[config.mk]
export PLATFORM = sky130hd
export DESIGN_NAME = lc3_mem_arbiter
export DESIGN_NICKNAME = d
export VERILOG_FILES = /design/src/rtl/lc3_mem_arbiter.sv
export SDC_FILE = /design/constraint.sdc
export NUM_CORES = 1
export LEC_CHECK = 0
export ABC_CLOCK_PERIOD_IN_PS = 1600
export CAP_MARGIN = 20
export CORE_MARGIN = 5
export CORE_UTILIZATION = 38
export CTS_BUF_LIST = sky130_fd_sc_hd__clkbuf_4
export CTS_CLUSTER_DIAMETER = 60
export CTS_CLUSTER_SIZE = 28
export DETAILED_ROUTE_END_ITERATION = 10
export MAX_ROUTING_LAYER = met4
export PLACE_DENSITY = 0.78
export SYNTH_ARGS = -nofsm -noshare
export SYNTH_HDL_FRONTEND = slang
export SYNTH_SLANG_ARGS = --single-unit
[constraint.sdc]
create_clock -name clk -period 1.6 [get_ports clk]
set_clock_uncertainty 0.1 [all_clocks]
set_input_delay 0.16 -clock clk [delete_from_list [all_inputs] [get_ports clk]]
set_output_delay 0.16 -clock clk [all_outputs]
set_load 0.005 [all_outputs]
[src/rtl/lc3_mem_arbiter.sv]
// lc3_mem_arbiter: shares one synchronous single-port memory between the
// LC-3 control path (cpu_*) and a debug/loader port (dbg_*).
//
// Handshake: a requester raises req with we/addr/wdata stable and holds it
// until its ack pulses for exactly one cycle. Fields are latched at grant, so
// later changes have no effect. A req still high when the arbiter is back in
// IDLE counts as a new transaction. A read's rdata is valid in the ack cycle
// and holds until that port's next read completes.
module lc3_mem_arbiter #(
  parameter int ADDR_W   = 16,
  parameter int DATA_W   = 16,
  parameter int RD_LAT   = 1,
  parameter int CPU_PRIO = 0
) (
  input  logic              clk,
  input  logic              rst_n,
  input  logic              cpu_req,
  input  logic              cpu_we,
  input  logic [ADDR_W-1:0] cpu_addr,
  input  logic [DATA_W-1:0] cpu_wdata,
  output logic              cpu_ack,
  output logic [DATA_W-1:0] cpu_rdata,
  input  logic              dbg_req,
  input  logic              dbg_we,
  input  logic [ADDR_W-1:0] dbg_addr,
  input  logic [DATA_W-1:0] dbg_wdata,
  output logic              dbg_ack,
  output logic [DATA_W-1:0] dbg_rdata,
  output logic              mem_en,
  output logic              mem_we,
  output logic [ADDR_W-1:0] mem_addr,
  output logic [DATA_W-1:0] mem_wdata,
  input  logic [DATA_W-1:0] mem_rdata,
  output logic              busy,
  output logic              owner,
  output logic [1:0]        fsm_state
);

  typedef enum logic [1:0] {
    IDLE  = 2'd0,
    ISSUE = 2'd1,
    WAIT  = 2'd2,
    RESP  = 2'd3
  } state_t;

  // WAIT spends RD_LAT-1 cycles counting down before its capture cycle.
  localparam logic [1:0] CNT_INIT = 2'(RD_LAT - 1);

  state_t            state_q, state_d;
  logic              owner_q, owner_d;
  logic [1:0]        cnt_q, cnt_d;
  logic              mem_en_q, mem_en_d;
  logic              mem_we_q, mem_we_d;
  logic [ADDR_W-1:0] mem_addr_q, mem_addr_d;
  logic [DATA_W-1:0] mem_wdata_q, mem_wdata_d;
  logic              cpu_ack_q, cpu_ack_d;
  logic              dbg_ack_q, dbg_ack_d;
  logic [DATA_W-1:0] cpu_rdata_q, cpu_rdata_d;
  logic [DATA_W-1:0] dbg_rdata_q, dbg_rdata_d;
  logic              busy_q, busy_d;
  logic              grant_dbg;

  // Next state plus the next value of every registered output.
  always_comb begin
    state_d     = state_q;
    owner_d     = owner_q;
    cnt_d       = cnt_q;
    mem_en_d    = 1'b0;
    mem_we_d    = 1'b0;
    mem_addr_d  = mem_addr_q;
    mem_wdata_d = mem_wdata_q;
    cpu_ack_d   = 1'b0;
    dbg_ack_d   = 1'b0;
    cpu_rdata_d = cpu_rdata_q;
    dbg_rdata_d = dbg_rdata_q;
    // Debug wins when alone, or on a tie under round-robin when the CPU
    // was the last grantee.
    grant_dbg   = dbg_req && (!cpu_req || (CPU_PRIO == 0 && owner_q == 1'b0));
    unique case (state_q)
      IDLE: begin
        if (cpu_req || dbg_req) begin
          owner_d     = grant_dbg;
          mem_en_d    = 1'b1;
          mem_we_d    = grant_dbg ? dbg_we    : cpu_we;
          mem_addr_d  = grant_dbg ? dbg_addr  : cpu_addr;
          mem_wdata_d = grant_dbg ? dbg_wdata : cpu_wdata;
          state_d     = ISSUE;
        end
      end
      ISSUE: begin
        // mem_we_q still holds the latched direction during ISSUE.
        if (mem_we_q) begin
          state_d   = RESP;
          cpu_ack_d = !owner_q;
          dbg_ack_d = owner_q;
        end else begin
          state_d = WAIT;
          cnt_d   = CNT_INIT;
        end
      end
      WAIT: begin
        if (cnt_q == 2'd0) begin
          if (owner_q) dbg_rdata_d = mem_rdata;
          else         cpu_rdata_d = mem_rdata;
          state_d   = RESP;
          cpu_ack_d = !owner_q;
          dbg_ack_d = owner_q;
        end else begin
          cnt_d = cnt_q - 2'd1;
        end
      end
      RESP: begin
        state_d = IDLE;
      end
      default: state_d = IDLE;
    endcase
    busy_d = (state_d != IDLE);
  end

  // State and output registers; reset aborts any transaction in flight.
  always_ff @(posedge clk or negedge rst_n) begin
    if (!rst_n) begin
      state_q     <= IDLE;
      owner_q     <= 1'b1;
      cnt_q       <= 2'd0;
      mem_en_q    <= 1'b0;
      mem_we_q    <= 1'b0;
      mem_addr_q  <= '0;
      mem_wdata_q <= '0;
      cpu_ack_q   <= 1'b0;
      dbg_ack_q   <= 1'b0;
      cpu_rdata_q <= '0;
      dbg_rdata_q <= '0;
      busy_q      <= 1'b0;
    end else begin
      state_q     <= state_d;
      owner_q     <= owner_d;
      cnt_q       <= cnt_d;
      mem_en_q    <= mem_en_d;
      mem_we_q    <= mem_we_d;
      mem_addr_q  <= mem_addr_d;
      mem_wdata_q <= mem_wdata_d;
      cpu_ack_q   <= cpu_ack_d;
      dbg_ack_q   <= dbg_ack_d;
      cpu_rdata_q <= cpu_rdata_d;
      dbg_rdata_q <= dbg_rdata_d;
      busy_q      <= busy_d;
    end
  end

  assign cpu_ack   = cpu_ack_q;
  assign dbg_ack   = dbg_ack_q;
  assign cpu_rdata = cpu_rdata_q;
  assign dbg_rdata = dbg_rdata_q;
  assign mem_en    = mem_en_q;
  assign mem_we    = mem_we_q;
  assign mem_addr  = mem_addr_q;
  assign mem_wdata = mem_wdata_q;
  assign busy      = busy_q;
  assign owner     = owner_q;
  assign fsm_state = state_q;

endmodule

; ---- Word level (Yosys, flattened, before mapping)
; Cells that the tools add are included.
[word_totals]
regBits = 74
inputBits = 86
output_inout_bits = 72
word_cells = 52
[classes]
add_sub_neg = 1
n_eq_ne = 5
mux = 20
bitwise_logic = 1
n_reduce_logical = 13
[ops]
columns = cell, count
row1 = $mux 16, 2
row2 = $mux 1, 10
row3 = $reduce_and 3->1, 3
row4 = $mux 2, 4
row5 = $pmux 2 s4, 1
row6 = $eq 2x2->1 const B, 2
row7 = $logic_not 2->1, 2
row8 = $ne 2x2->1 const B, 2
row9 = $pmux 1 s2, 2
row10 = $pmux 2 s2, 1
row11 = $reduce_bool 2->1, 2
row12 = $eq 2x1->1 const B, 1
row13 = $logic_not 1->1, 2
row14 = $logic_or 1x1->1, 2
row15 = $reduce_and 2->1, 1
row16 = $sub 2x1->2 const B, 1
row17 = $logic_and 1x1->1, 1
row18 = $not 1->1, 1

; ---- Logic depth before layout (Yosys ltp)
; Gate-level depths: netlist of the first run.
[logic_depth]
word_depth = 6
mapped_depth = 7
depth_no_buf = 6

; ---- Worst setup path before layout of the first run
; Ideal clock, no wire load.
[synth_timing]
path_kind = register -> register
start = register state_q[0], in the netlist fsm_state[0]
end = register cpu_rdata_q[0], in the netlist cpu_rdata[0]
setup_ns = 0.125
arrival_time_ns = 1.410
required_time_ns = 1.375
path_slack_ns = -0.036
path_stages_with_launch = 7
synth_period_minus_slack_ns = 1.636
path_cell_list = dfrtp_1 inv_1 ha_1 buf_2 nand3_4 buf_6 mux2_4
[synth_between]
elab_chain_cells = 2
[synth_lines]
columns = item, line_no
row1 = "start, declared", 49  ; state_t state_q, state_d;
row2 = "start signal, assigned", 136  ; state_q <= state_d;
row3 = $eq 2x2->1, 79  ; unique case (state_q)
row4 = $reduce_and 3->1 (no line), -
row5 = "end signal, assigned", 145  ; cpu_rdata_q <= cpu_rdata_d;
row6 = "end, declared", 58  ; logic [DATA_W-1:0] cpu_rdata_q, cpu_rdata_d;
; No other way between the ends.
; A chain may end at the register's enable or synchronous reset.

; ---- Worst setup path after layout of the first run
[layout_timing]
start = register dbg_rdata_q[11], in the netlist dbg_rdata[11]
end = output port dbg_rdata[11]
[layout_rtl]
columns = item, line_no
row1 = "start, declared", 59  ; logic [DATA_W-1:0] dbg_rdata_q, dbg_rdata_d;
row2 = "start signal, assigned", 146  ; dbg_rdata_q <= dbg_rdata_d;
row3 = "end, declared", 28  ; output logic [DATA_W-1:0] dbg_rdata,
; No word-level cell between the ends.

==> impl_results.md, run 1 <==
* Synthesized-area fraction occupied by xor and xnor cells at 0%
* Core region area at between 8000 and 9000 um^2
* Sequential-to-total area share from yosys stat at a little under three fifths
* Detailed-placement wirelength estimate at 7.06 mm
* Adder-cell area share of the yosys netlist at under 10%
* Compound-gate portion of the synthesized area at a little over an eighth
* Effective utilization at floorplan at 39.3%
* Site row count at 33
* Drt wl/cell at around 18 um
* Register clock-pin slew on the reported worst setup and hold paths at 0.12 ns
* Insertion delay to the later sink of the worst-skew pair at 0.41 ns
* Power per unit of standard cell area at about 1800 nW/um^2
* Number of nets still failing antenna checks after routing at 0
* Number of buffers created by CTS at 9
* Leakage power summed over all cells at 2.82 nW
* Relative slew slack at about 76%
* Yosys reg bits at 74
* Syn Area/Cell at 11.4 um^2
* Hold Worst Slack at roughly 0.096 ns
* Maximum buffer depth of the clock tree at 2
* Cell count after synthesis at roughly 290
* Count of input and output buffers at ~160
* Worst path arrival time at ~1.3 ns
* Antenna cell count at 0
* Slew at the pin closest to its max-slew limit at around 0.36 ns
* Aggregate global routing overflow at 0
* Die Y-Extent at around 100 um
* Pin count of the biggest net entering global routing at 35
* Clock tree from TritonCTS: done
* Slowest cell on the critical path: sky130_fd_sc_hd__clkdlybuf4s50_1
* Via count of the first global-routing pass at 2972
* Share of the core filled with cells at just under 70%
* Final nets at between 500 and 600
* Final setup violating endpoints at 0
* Dpl cells at between 500 and 600
* Post-detailed-routing wire length at approximately 11 mm
* Required time of the worst setup path at roughly 1.3 ns
* Post-place setup slack at -0.0329 ns
* Slack of the critical path at between 0.04 and 0.05 ns
* Aggregate negative setup slack at 0 ns
* Highest clock frequency the design can meet at ~0.64 GHz
* Fraction of layout cells with a size suffix above 1 at a little over a quarter
* Clock net sink count at 74
* Dominant combinational cell family by area after synthesis: multiplexers
* Synth area leader: sky130_fd_sc_hd__dfrtp_1
* Critical-path maximum fanout at 2
* Number of maximum-capacitance constraint violations at 0
* Category of the worst setup path launch point: flop
* Count of non-filler cells in the finished layout at just over 600
* Count of buffering cells on the critical path with inverters included at 1
* Classification of the worst-slack hold path: input port to asynchronous set/reset pin
* Pwr Total at between 10 and 15 mW
* Highest ir drop seen on vdd at a little under 0.7 mV
* Classification of the worst setup path: flop to primary output
* Finished layout cell area at around 5700 um^2
* Global-route wire length before repair at around 15 mm
* Minimum period implied by the final worst setup slack at between 1.5 and 2 ns
* Antenna violations before repair at 0
* Via count normalized by instance count at between 4 and 5
* Root Driver: sky130_fd_sc_hd__clkbuf_4
* Via count at 2999
* Die Area at approximately 10000 um^2
* Number of hold violations in the final report at 0
* Area added between synthesis and finish at 75.6%
* Die Wd at 102 um
* Total routing usage reported by global routing at approximately a fifth
* Placement Cell Area at about 5000 um^2
* Post-Syn Area at ~3200 um^2
* Period utilisation layout at roughly 100%
* Status: finished clean
* Fill cells at 594
* Post-synthesis cell type count at 27
* Multiplexer share of the synthesized area at approximately 14%
* Total number of yosys warnings at 0
* I/O pin cnt at approximately 160
* Iteration-0 DRC Markers at about 70
* H-tree depth at 3
* Synth top area share at a little under three fifths
* Routability cong. at roughly 0.82
* Kind of end point of the critical path: primary output
* Top delay family on crit path: buffers and inverters
* Count of unresolved DRC violations after routing at 0
* Simple logic cell fraction of the synthesized area at under 10%
* Count of pins over their slew limit at 0
* Largest stage delay, worst path at 0.51 ns
* DR pass1 iterations at 4
* Post-synthesis net count at around 380
* Cell chain of the critical path: clkdlybuf4s50_1
* Cell types with the largest area share after synthesis: sky130_fd_sc_hd__dfrtp_1, sky130_fd_sc_hd__a21oi_1, sky130_fd_sc_hd__mux2_4
==> per-layer routing <==
metal | part of all wire (%) | global-route usage [%] | vias to the layer above
met5 | 0 | - | -
met4 | 1.8 | 8.17 | 0
met3 | 8.3 | 4.37 | 15
met2 | 49 | 29.1 | 145
met1 | 41 | 23.6 | 1440
li1 | - | - | 1399
==> synthesized netlist by cell type <==
library cell / number
sky130_fd_sc_hd__dfstp_2: 1
sky130_fd_sc_hd__a22oi_2: 1
sky130_fd_sc_hd__inv_1: 4
sky130_fd_sc_hd__nand3_1: 1
sky130_fd_sc_hd__a21oi_1: 66
sky130_fd_sc_hd__o21ai_2: 1
sky130_fd_sc_hd__nand2_1: 36
sky130_fd_sc_hd__o21a_1: 1
sky130_fd_sc_hd__nor4b_1: 1
sky130_fd_sc_hd__a211oi_1: 1
sky130_fd_sc_hd__a21boi_4: 1
sky130_fd_sc_hd__or2_1: 1
sky130_fd_sc_hd__inv_2: 2
sky130_fd_sc_hd__nor2_1: 35
sky130_fd_sc_hd__nand3_4: 2
sky130_fd_sc_hd__buf_6: 5
sky130_fd_sc_hd__a21bo_2: 1
sky130_fd_sc_hd__o22ai_1: 1
sky130_fd_sc_hd__buf_4: 5
sky130_fd_sc_hd__o21ai_0: 1
sky130_fd_sc_hd__dfrtp_1: 73
sky130_fd_sc_hd__a211oi_2: 1
sky130_fd_sc_hd__a31oi_1: 1
sky130_fd_sc_hd__ha_1: 4
sky130_fd_sc_hd__mux2_4: 20
sky130_fd_sc_hd__buf_2: 7
sky130_fd_sc_hd__mux2_2: 13
==> kinds of logic (layout without fill, tap and decap cells) <==
kind of cell / after synthesis / after routing
adders and majority gates: 4 / 4
DFF: 74 / 74
muxes: 33 / 33
and+or+nand+nor: 76 / 76
buffers and inverters: 23 / 239
AOI/OAI and AO/OA: 76 / 76
==> final timing paths <==
kind / start / end / cells after the start / slack, ns
min in group clk: cpu_wdata[5] / mem_wdata[5] / 3 / 0.16
min: rst_n / dbg_rdata[8] / 2 / 0.1
min reg2reg: dbg_rdata[3] / dbg_rdata[3] / 1 / 0.43
max: dbg_rdata[11] / dbg_rdata[11] / 1 / 0.04
max reg2reg: owner / mem_wdata[7] / 6 / 0.05
max in group asynchronous: rst_n / mem_addr[7] / 3 / 0.77
==> power breakdown <==
group	switching [mW]	internal [mW]
Sequential	0.495	2.82
Combinational	2.29	3.47
Clock	0.715	0.646
Total	3.50	6.94
==> worst reg2reg max path, cell delays in order, from the launching register on <==
cell	delay [ns]
sky130_fd_sc_hd__dfstp_2	0.55
sky130_fd_sc_hd__buf_4	0.14
sky130_fd_sc_hd__buf_6	0.12
sky130_fd_sc_hd__a21bo_4	0.20
sky130_fd_sc_hd__clkbuf_16	0.19
sky130_fd_sc_hd__nand2_1	0.07
sky130_fd_sc_hd__a21oi_2	0.12
==> layout by cell type, fill, tap and decap left out, drive strengths merged, types with 2 or more instances in the layout <==
cell type,n
mux2,33
bufinv,2
dfrtp,73
inv,7
o21ai,2
clkdlybuf4s50,93
ha,4
nand2,36
clkinv,3
dlygate4sd2,30
dlymetal6s2s,33
nor2,35
a211oi,2
a21oi,66
buf,57
clkbuf,12
nand3,3
==> state kept, by name, summed over array words and instances (netlist names) <==
register and count:
mem_addr 16, busy 1, fsm_state 2, owner 1, dbg_ack 1, cpu_ack 1, cpu_rdata 16, mem_en 1
cnt_q 2, dbg_rdata 16, mem_wdata 16, mem_we 1
==> cell type report <==
class	count	area, um^2	share of cell area (%)
clock buffers	9	67.6	1.18
clock inverters	7	103	1.80
inverters	6	22.5	0.395
multi-input cells	189	1320	23.2
flip-flops and latches	74	1850	32.5
well taps	105	131	2.30
repair buffers	217	2200	38.6
==> repair_timing <==
action / 4_1_cts / 5_1_grt
cloned: 0 / 4
resized for setup: 34 / 48
hold buffers: 1 / 0
endpoints found under the setup margin: 76 / 104
buffers inserted: 19 / 21
hold endpoints to repair: 74 / 0
pin swaps: 0 / 3
No activity file was read; power rests on OpenSTA's default activity.
==> run 2: changes to the inputs <==
--- a/config.mk
+++ b/config.mk
@@ -15,6 +15,8 @@
 export DETAILED_ROUTE_END_ITERATION = 10
 export MAX_ROUTING_LAYER = met4
 export PLACE_DENSITY = 0.78
+export REMOVE_ABC_BUFFERS = 1
+export SLEW_MARGIN = 20
 export SYNTH_ARGS = -nofsm -noshare
 export SYNTH_HDL_FRONTEND = slang
 export SYNTH_SLANG_ARGS = --single-unit
==> impl_results.md, run 2 (synthesis gave the netlist of run 1 again) <==
* Area added between synthesis and finish at 75.1%
* RR Endpoint: dbg_rdata[12]
* Setup repair after global routing missed its margin: true
* Effective utilization at floorplan at 39.3% (unchanged)
* Count of pins over their slew limit at 0 (unchanged)
* Critical-path maximum fanout at 16 (+14)
* Root Driver: sky130_fd_sc_hd__clkbuf_4
* I/O pin cnt at 158 (unchanged)
* Share of the core filled with cells at 68.9% (-0.18 points)
* Pin count of the biggest net entering global routing at 33 (-5.7%)
* H-tree depth at 3 (unchanged)
* Global-route wire length before repair at 15.3 mm (+4.8%)
* Area used by multi-input combinational logic at 1300 um^2 (-1.5%)
* Category of the worst setup path launch point: flop
* Via count of the first global-routing pass at 2998 (+0.87%)
* Busiest layer in global routing: met2
* Required time of the worst setup path at 1.80 ns (+0.46 ns)
* Highest ir drop seen on vdd at 0.705 mV (+4.8%)
* Post-detailed-routing wire length at 10.6 mm (-2.7%)
* Via count normalized by instance count at 4.88 (-1.1%)
* Detailed-placement wirelength estimate at 7.55 mm (+7.0%)
* Top delay family on crit path: flip-flops
* Power per unit of standard cell area at 1820 nW/um^2 (-0.50%)
* Slowest cell on the critical path: sky130_fd_sc_hd__dfrtp_1
* Commonest non-fill, non-tap cells in the layout: sky130_fd_sc_hd__clkdlybuf4s50_1, sky130_fd_sc_hd__dfrtp_1, sky130_fd_sc_hd__a21oi_1
* FF-to-FF setup slack at 0.0005 ns (-0.05 ns)
* Final nets at 574 (-2.2%)
* Met3 Usage GRT at 6.69% (+2.3 points)
* Kind of end point of the critical path: flop
* Classification of the worst-slack hold path: input port to asynchronous set/reset pin
* Commonest non-fill, non-tap cell in the layout: sky130_fd_sc_hd__clkdlybuf4s50_1
* Minimum period implied by the final worst setup slack at 1.60 ns (+0.0441 ns)
* Clock tree from TritonCTS: done
* Count of buffering cells on the critical path with inverters included at 2 (+1)
* Routability cong. at 0.783 (-3.9%)
* Antenna violations before repair at 0 (unchanged)
* Fill cells at 583 (-1.9%)
* Classification of the worst setup path: flop to flop
* Die Wd at 102 um (unchanged)
* Placement Cell Area at 5050 um^2 (+0.85%)
* Register clock-pin slew on the reported worst setup and hold paths at 0.13 ns (about the same)
* Start point of the critical path: cnt_q[0]
* Reg area at 1850 um^2 (unchanged)
* Largest stage delay, worst path at 0.37 ns (-0.14 ns)
* Via count at 2906 (-3.1%)
* Worst path arrival time at 1.80 ns (+0.50 ns)
* Fraction of layout cells with a size suffix above 1 at 24.3% (-2.2 points)
* Finished layout cell area at 5690 um^2 (-0.26%)
* Drt wl/cell at 17.8 um (-0.75%)
* Timing endpoint of the critical path: dbg_rdata[12]
* Maximum buffer depth of the clock tree at 2 (unchanged)
* Aggregate global routing overflow at 0 (unchanged)
* Number of nets still failing antenna checks after routing at 0 (unchanged)
* Number of buffers created by CTS at 9 (unchanged)
* Slew at the pin closest to its max-slew limit at 0.423 ns (+0.0599 ns)
* Insertion delay to the later sink of the worst-skew pair at 0.41 ns (about the same)
* Met2 GRT Util at 31.1% (+2.0 points)
* Relative slew slack at 71.8% (-4.0 points)
* Number of hold violations in the final report at 0 (unchanged)
* Final setup violating endpoints at 0 (unchanged)
* Die Y-Extent at 102 um (unchanged)
* Core region area at 8260 um^2 (unchanged)
* Pwr Total at 10.4 mW (-0.77%)
* Number of cell instances on the worst register-to-register path at 5 (-1)
* Die Area at 10500 um^2 (unchanged)
* Leakage power summed over all cells at 2.92 nW (+3.4%)
* Site row count at 33 (unchanged)
* DR pass1 iterations at 5 (+1)
* Iteration-0 DRC Markers at 101 (+42%)
* Launch instance of the worst register-to-register path: cnt_q[0]
* Status: finished clean
* Total routing usage reported by global routing at 19.5% (+0.67 points)
* CP Depth at 5 (+4)
* Count of input and output buffers at 157 (unchanged)
* Number of maximum-capacitance constraint violations at 0 (unchanged)
* GR Util met1 at 24.0% (+0.40 points)
* Count of unresolved DRC violations after routing at 0 (unchanged)
* Period utilisation layout at 100% (+2.8 points)
* Highest clock frequency the design can meet at 0.625 GHz (-2.8%)
* Cell chain of the critical path: inv_1, ha_1, nand3_4, buf_12, mux2_4
* Clock net sink count at 74 (unchanged)
==> run 2: power by group <==
part / switching [mW] / internal (mW) / total (mW)
clock network: 0.674 / 0.792 / 1.47
registers: 0.503 / 2.82 / 3.33
logic: 2.21 / 3.36 / 5.57
==> run 2: how the worst min path moves through the flow <==
stage               slack, ns  start             to
floorplan               -0.24  rst_n           busy
global placement         0.02  rst_n  dbg_rdata[11]
detailed placement       0.02  rst_n  cpu_rdata[11]
CTS                       0.1  rst_n  cpu_rdata[11]
global route              0.1  rst_n  cpu_rdata[11]
finish                   0.10  rst_n  cpu_rdata[11]
==> run 2: layout make-up <==
type                            instances  share of cell area (%)
Timing Repair Buffer                  204                    38.5
Sequential cell                        74                    32.6
Multi-Input combinational cell        189                    22.9
Tap cell                              105                    2.31
Clock inverter                          7                    2.05
Clock buffer                            9                    1.19
Inverter                                6                   0.396
Antenna cell                            1                  0.0440
==> run 2: metrics by stage <==
step	setup TNS, ns	std cells	hold slack (ns)	worst slack, ns
2_1_floorplan	-12.85	269	-0.236	-0.289
3_3_place_gp	-0.0213	550	0.0160	-0.00879
3_5_place_dp	-1.70	550	0.0206	-0.0698
4_1_cts	0	570	0.0964	0.00159
5_1_grt	-0.922	594	0.0961	-0.0484
6_report	0	595	0.105	0.000473
==> run 2: worst reg2reg max path, delay by kind of cell, from the launching register on <==
kind,cells,cell delay (ns)
flip-flops,1,0.37
adder cells (fa/ha/maj),1,0.32
AND/OR/NAND/NOR,1,0.12
buffers and inverters,2,0.27
multiplexers,1,0.32
==> run 2: layer usage <==
| layer | vias up | wire [um] |
|---|---|---|
| li1 | 1370 | - |
| met1 | 1396 | 4370 |
| met2 | 133 | 5200 |
| met4 | 0 | 84 |
| met3 | 7 | 966 |
| met5 | - | 0 |
==> run 2: repair_timing <==
item | 4_1_cts | 5_1_grt
setup buffers | 3 | 21
pin swaps | 0 | 4
hold endpoints to repair | 74 | 0
resized for setup | 14 | 68
hold buffers | 1 | 0
endpoints found under the setup margin | 45 | 117
cloned | 0 | 3
